## config.mk

```make
export PLATFORM = sky130hd
export DESIGN_NAME = chip_host_driver
export DESIGN_NICKNAME = d
export VERILOG_FILES = /design/src/rtl/chip_host_driver.sv
export SDC_FILE = /design/constraint.sdc
export NUM_CORES = 1
export LEC_CHECK = 0
export ABC_AREA = 1
export CORE_UTILIZATION = 49
export DETAILED_ROUTE_END_ITERATION = 6
export PLACE_DENSITY = 0.88
export SETUP_SLACK_MARGIN = 0.02
export SLEW_MARGIN = 25
export SYNTH_ARGS = -nofsm -noshare
export SYNTH_HDL_FRONTEND = slang
export SYNTH_SLANG_ARGS = --single-unit
```

## constraint.sdc

```tcl
create_clock -name clk -period 3.6 [get_ports clk]
set_clock_uncertainty 0.2 [all_clocks]
set_input_delay 0.72 -clock clk [delete_from_list [all_inputs] [get_ports clk]]
set_output_delay 0.72 -clock clk [all_outputs]
set_load 0.03 [all_outputs]
```

## src/rtl/chip_host_driver.sv

```systemverilog
// Host-side sequencer for a chip with ui/uio/uo ports: it drives the operands,
// polls the done bit uio[7] and returns the captured outputs, or a timeout.
module chip_host_driver #(
  parameter int SETTLE   = 1,
  parameter int WAIT_MAX = 16
) (
  input  logic       clk,
  input  logic       rst,
  input  logic       cmd_valid,
  output logic       cmd_ready,
  input  logic [7:0] cmd_a,
  input  logic [7:0] cmd_b,
  output logic       rsp_valid,
  input  logic       rsp_ready,
  output logic [7:0] rsp_uo,
  output logic [7:0] rsp_uio,
  output logic       rsp_timeout,
  output logic       busy,
  output logic       dut_ena,
  output logic [7:0] dut_ui_in,
  output logic [7:0] dut_uio_in,
  input  logic [7:0] dut_uo_out,
  input  logic [7:0] dut_uio_out,
  input  logic [7:0] dut_uio_oe
);

  // state   | meaning
  // S_IDLE  | ready for a command, chip disabled
  // S_DRIVE | operands on the chip pins, waiting SETTLE cycles
  // S_WAIT  | polling done (uio[7]) up to WAIT_MAX cycles
  // S_RESP  | captured response presented until consumed
  typedef enum logic [1:0] {
    S_IDLE  = 2'd0,
    S_DRIVE = 2'd1,
    S_WAIT  = 2'd2,
    S_RESP  = 2'd3
  } state_t;

  localparam logic [7:0] SETTLE_LAST = 8'(SETTLE - 1);
  localparam logic [7:0] WAIT_LAST   = 8'(WAIT_MAX - 1);

  state_t     r_state;
  state_t     w_state_nxt;
  logic [7:0] r_cnt;
  logic [7:0] r_a;
  logic [7:0] r_b;
  logic [7:0] r_uo;
  logic [7:0] r_uio;
  logic       r_timeout;

  logic       w_done;
  logic       w_settle_end;
  logic       w_wait_end;

  assign w_done       = dut_uio_oe[7] & dut_uio_out[7];
  assign w_settle_end = (r_state == S_DRIVE) && (r_cnt == SETTLE_LAST);
  // done wins over the timeout compare in the last poll cycle
  assign w_wait_end   = (r_state == S_WAIT) && (w_done || (r_cnt == WAIT_LAST));

  always_ff @(posedge clk) begin
    if (rst) begin
      r_state <= S_IDLE;
    end else begin
      r_state <= w_state_nxt;
    end
  end

  always_comb begin
    w_state_nxt = r_state;
    case (r_state)
      S_IDLE:  if (cmd_valid)    w_state_nxt = S_DRIVE;
      S_DRIVE: if (w_settle_end) w_state_nxt = S_WAIT;
      S_WAIT:  if (w_wait_end)   w_state_nxt = S_RESP;
      S_RESP:  if (rsp_ready)    w_state_nxt = S_IDLE;
      default:                   w_state_nxt = S_IDLE;
    endcase
  end

  always_ff @(posedge clk) begin
    if (rst) begin
      r_cnt     <= 8'd0;
      r_a       <= 8'd0;
      r_b       <= 8'd0;
      r_uo      <= 8'd0;
      r_uio     <= 8'd0;
      r_timeout <= 1'b0;
    end else begin
      case (r_state)
        S_IDLE: begin
          if (cmd_valid) begin
            r_a   <= cmd_a;
            r_b   <= cmd_b;
            r_cnt <= 8'd0;
          end
        end
        S_DRIVE: begin
          r_cnt <= w_settle_end ? 8'd0 : r_cnt + 8'd1;
        end
        S_WAIT: begin
          if (w_wait_end) begin
            r_uo      <= dut_uo_out;
            r_uio     <= dut_uio_out & dut_uio_oe;
            r_timeout <= ~w_done;
          end else begin
            r_cnt <= r_cnt + 8'd1;
          end
        end
        S_RESP: begin
          if (rsp_ready) begin
            r_uo      <= 8'd0;
            r_uio     <= 8'd0;
            r_timeout <= 1'b0;
          end
        end
        default: ;
      endcase
    end
  end

  // cmd_ready is masked by rst so nothing looks acceptable while reset is held
  always_comb begin
    cmd_ready   = 1'b0;
    busy        = 1'b1;
    rsp_valid   = 1'b0;
    rsp_uo      = 8'd0;
    rsp_uio     = 8'd0;
    rsp_timeout = 1'b0;
    dut_ena     = 1'b0;
    dut_ui_in   = 8'd0;
    dut_uio_in  = 8'd0;
    case (r_state)
      S_IDLE: begin
        cmd_ready = ~rst;
        busy      = 1'b0;
      end
      S_DRIVE, S_WAIT: begin
        dut_ena    = 1'b1;
        dut_ui_in  = r_a;
        dut_uio_in = r_b & ~dut_uio_oe;
      end
      S_RESP: begin
        rsp_valid   = 1'b1;
        rsp_uo      = r_uo;
        rsp_uio     = r_uio;
        rsp_timeout = r_timeout;
      end
      default: ;
    endcase
  end

endmodule

```

---- Yosys cells after proc, flatten, opt, wreduce, memory -nomap -nowiden ----
Index checks and enable logic that the tools add are counted.
word-level totals
  input bits .............................. 44
  logic and storage cells ................. 61
  output and inout port bits .............. 37
  register bits ........................... 43
operators by class
  add/subtract/negate cells ............... 1
  eq/ne operators ......................... 9
  bitwise logic cells ..................... 6
  mux-type cells .......................... 26
  reductions and logical operators ........ 12
operators by type and width
  kind                   count
  $mux W8                10
  $pmux W8 S2            2
  $pmux W8 S3            1
  $and A8 B8 Y8          2
  $ne A2 B2 Y1 const B   5
  $add A8 B1 Y8 const B  1
  $eq A8 B4 Y1 const B   1
  $logic_not A8 Y1       1
  $mux W2                4
  $not A8 Y8             1
  $pmux W2 S4            1
  $mux W1                7
  $reduce_and A3 Y1      2
  $eq A2 B2 Y1 const B   2
  $reduce_and A4 Y1      1
  $reduce_bool A3 Y1     1
  $eq A2 B1 Y1 const B   1
  $logic_and A1 B1 Y1    2
  $logic_not A2 Y1       1
  $not A1 Y1             2
  $pmux W1 S2            1
  $reduce_and A2 Y1      1
  $reduce_bool A2 Y1     1
  $reduce_or A2 Y1       1
  other kinds (2)        2

---- Longest topological paths before layout ----
  depth after elaboration ................. 5
  depth in mapped cells ................... 10
  depth with buffers taken out ............ 10

---- Worst setup path before layout ----
No wires, ideal clock.
  path type ............................... flip-flop to output port
  start point ............................. register r_state[0]
  end point ............................... output port dut_uio_in[5]
  buffers on the path ..................... 2
  cell stages (with the launch flop) ...... 7
  required time ........................... 2,680 ps
  arrival time ............................ 1,974 ps
  slack ................................... 706 ps
  path through ............................ dfxtp_1 inv_1 ha_1 clkbuf_1 clkbuf_1 nand2_1 nor2_1
between the ends
  longest elaborated chain between the ends .. 3
  elaborated cells on any way between the ends .. 4
  classes of those cells .................. eq/ne: 2; mux: 1; reduce/logical: 1
RTL lines
  element                                              line  RTL
  start, declared                                      42    state_t r_state;
  start signal, assigned                               64    r_state <= w_state_nxt;
  $eq A2 B1 Y1 / $eq A2 B2 Y1 (equally long branches)  131   case (r_state)
  $reduce_or A2 Y1 *                                   131
  $mux W8 *                                            131
  end, declared                                        21    output logic [7:0] dut_uio_in,
Mark *: on every way between the ends. The rest lies on a longest branch, timed or not.

---- Final worst setup path ----
  start point ............................. register r_state[1]
  end point ............................... output port dut_uio_in[1]
Same word-level chain as after synthesis.

==> flow_summary.ini <==
[synth]
synth-edff-count = 0
synth_commonest_cells = nand2_1 (106), nor2_1 (67), inv_1 (54), dfxtp_1 (43), o21ai_0 (18)
yosys.area.top_type = dfxtp_1
netlist_area_mm2 = 0.002303
synth.net_count = 414
async_flop_share_pct = 0
yosysMostFrequentCell = nand2_1
postSynthCellCount = 363
avgSynthCellArea_um2 = 6.346
yosysWarnings = 0
synthTopCellsByArea = dfxtp_1 (37%), nand2_1 (17%), nor2_1 (11%), inv_1 (8.8%), o21ai_0 (3.9%)
ys_ff_latch = 43
yosysSeqAreaShare_pct = 37.37
synth_ff_type = dfxtp_1
yosysUniqueCellTypes = 22
synth_top_area_share_pct = 37.37

[route]
via_count = 2410
post_drt_wl_per_cell_um = 11.90
wl_mm = 5.844
dr.pass1.iters = 6
drt-initial-drc-count = 191
ant_nets = 0
vias_per_cell = 4.908
drc = 8

[layout]
drive_gt1_share_pct = 6.606
syn2layout_area_growth_pct = 38.95
diodes = 0
fillers = 367
final_nets = 489
post-route-util_pct = 72.02

[worst_setup_path]
cp-start-kind = flop
worstSetupPathType = flop to output pin
crit_required_ns = 2.68
crit_arrival_ns = 2.47
cp_max_fo = 21
worstSetupEndpointType = output pin

[timing]
tightest_slew_ns = 0.7992
finalHoldViolations = 0
grt_setup_unrepaired = false
slew_violations = 0
tns_ns = 0
relSlewSlack_pct = 46.72
max_freq_mhz = 294.6
setup_viol = 0
min_period_ns = 3.394
finalCritPeriodShare_pct = 94.28

[clock_tree]
cts_tree = yes
cts_inserted_buffers = 5
post_cts_resized = 0
cts_setup_buffers = 0
h-tree-depth = 2
cts_sinks = 43
insertion_delay_ns = 0.31
clock_path_buffers = 2
cts_root_buffer = clkbuf_8
cts.clk_slew.worst_paths_ns = 0.08
cts_hold_buf = 0

[floorplanning]
die-width_um = 70.57
core_mm2 = 0.004444
rows = 24
die-area_mm2 = 0.004979
dieHeight_um = 70.57
io_pins = 81
start_util_pct = 51.83

[global_routing]
grt_pass1_wl_mm = 9.798
grt_pass1_vias = 2264
grt_max_degree = 26
grt_util_all_layers_pct = 24.92
grt.overflow.total = 0
antenna_found_initial = 0

[power_and_ir_drop]
cellLeakagePower_uw = 0.001471
power_density_mw_per_mm2 = 555.0
vdd_drop_max_mv = 0.5038

[min_path]
hold_class = flop to flop

[placed_design]
finalWeightedCongestion = 0.8662
hpwl_mm = 4.251
portBuffers = 80

[flow_run]
maxCapViolCount = 0

[status]
violations = DRC
status = finished with violations
==> final timing paths <==
check / from / to / slack [ns] / depth (start not counted)
hold reg to reg: r_uio[7] / r_uio[7] / 0.27 / 2
setup / recovery: r_state[1] / dut_uio_in[1] / 0.21 / 5
hold / removal: r_uio[7] / r_uio[7] / 0.27 / 2
setup reg to reg: r_state[1] / r_uio[5] / 1.13 / 7
==> cells by family after synthesis <==
| family | share of synthesized area, % |
|---|---|
| DFF | 37.37 |
| adders and majority gates | 3.802 |
| buffers and inverters | 12.00 |
| AOI/OAI and AO/OA | 13.31 |
| and+or+nand+nor | 33.51 |
==> metal layers <==
metal	track usage (%)	wire length [um]	vias to the layer above
met5	0	0	-
met4	8.667	97	0
met3	6.838	365	10
met2	42.83	2859	86
met1	30.19	2522	1067
li1	-	-	1247
==> registers in the layout (all words and copies together) (netlist names) <==
name,flops
r_a,8
r_b,8
r_cnt,8
r_uio,8
r_uo,8
r_state,2
r_timeout,1
==> worst max-delay path, cell delays in order, from the launching register on <==
cell             delay (ns)
dfxtp_1                0.42
inv_1                  0.09
ha_1                   0.71
nand2_1                0.12
nor2_1                 0.13
clkdlybuf4s50_1        0.69
==> cell usage in the layout (no fill, tap or decap) <==
| cell | netlist | routed |
|---|---|---|
| nand3_1 | 14 | 14 |
| nor2_1 | 67 | 67 |
| ha_1 | 7 | 7 |
| inv_1 | 54 | 54 |
| nor2_4 | 1 | 1 |
| nand2_1 | 106 | 106 |
| clkinvlp_4 | 0 | 1 |
| o21bai_1 | 1 | 1 |
| o21bai_2 | 1 | 1 |
| a21oi_2 | 10 | 10 |
| a21oi_1 | 16 | 16 |
| buf_4 | 0 | 4 |
| or2_2 | 1 | 1 |
| o21ai_0 | 18 | 18 |
| dfxtp_1 | 43 | 43 |
| clkbuf_8 | 0 | 5 |
| o21a_1 | 1 | 1 |
| clkinv_2 | 0 | 1 |
| nand2_2 | 4 | 4 |
| clkdlybuf4s50_1 | 0 | 79 |
| nand3_2 | 1 | 1 |
| o211ai_1 | 3 | 3 |
| clkbuf_1 | 10 | 1 |
==> per-stage QoR <==
stage	instance area (um^2)	power [uW]	worst slack, ns	hold WS [ns]	std cells
after global routing	3201	1897	0.09023	0.2922	491
final	3201	1776	0.2058	0.2656	491
after global placement	3115	1450	0.6624	0.2487	483
after floorplan	2303	1199	0.7057	0.2393	363
after detailed placement	3115	1472	0.5768	0.2539	483
after CTS	3201	1779	0.2237	0.2697	491
==> final cells by class <==
type,count,area [um^2],share of cell area (%)
repair buffers,83,820.8,25.65
clock inverters,2,12.51,0.3909
flip-flops and latches,43,860.8,26.90
inverters,54,202.7,6.333
clock buffers,6,72.57,2.267
multi-input cells,251,1166,36.43
well taps,52,65.06,2.033
==> power breakdown <==
| part | leakage, uW | total [uW] | internal (uW) | switching (uW) |
|---|---|---|---|---|
| clock | 0.0000412 | 307 | 136 | 172 |
| combinational | 0.00108 | 860 | 306 | 554 |
| sequential | 0.000351 | 609 | 555 | 53.9 |
Note: power is estimated with default switching activity, not from simulation.
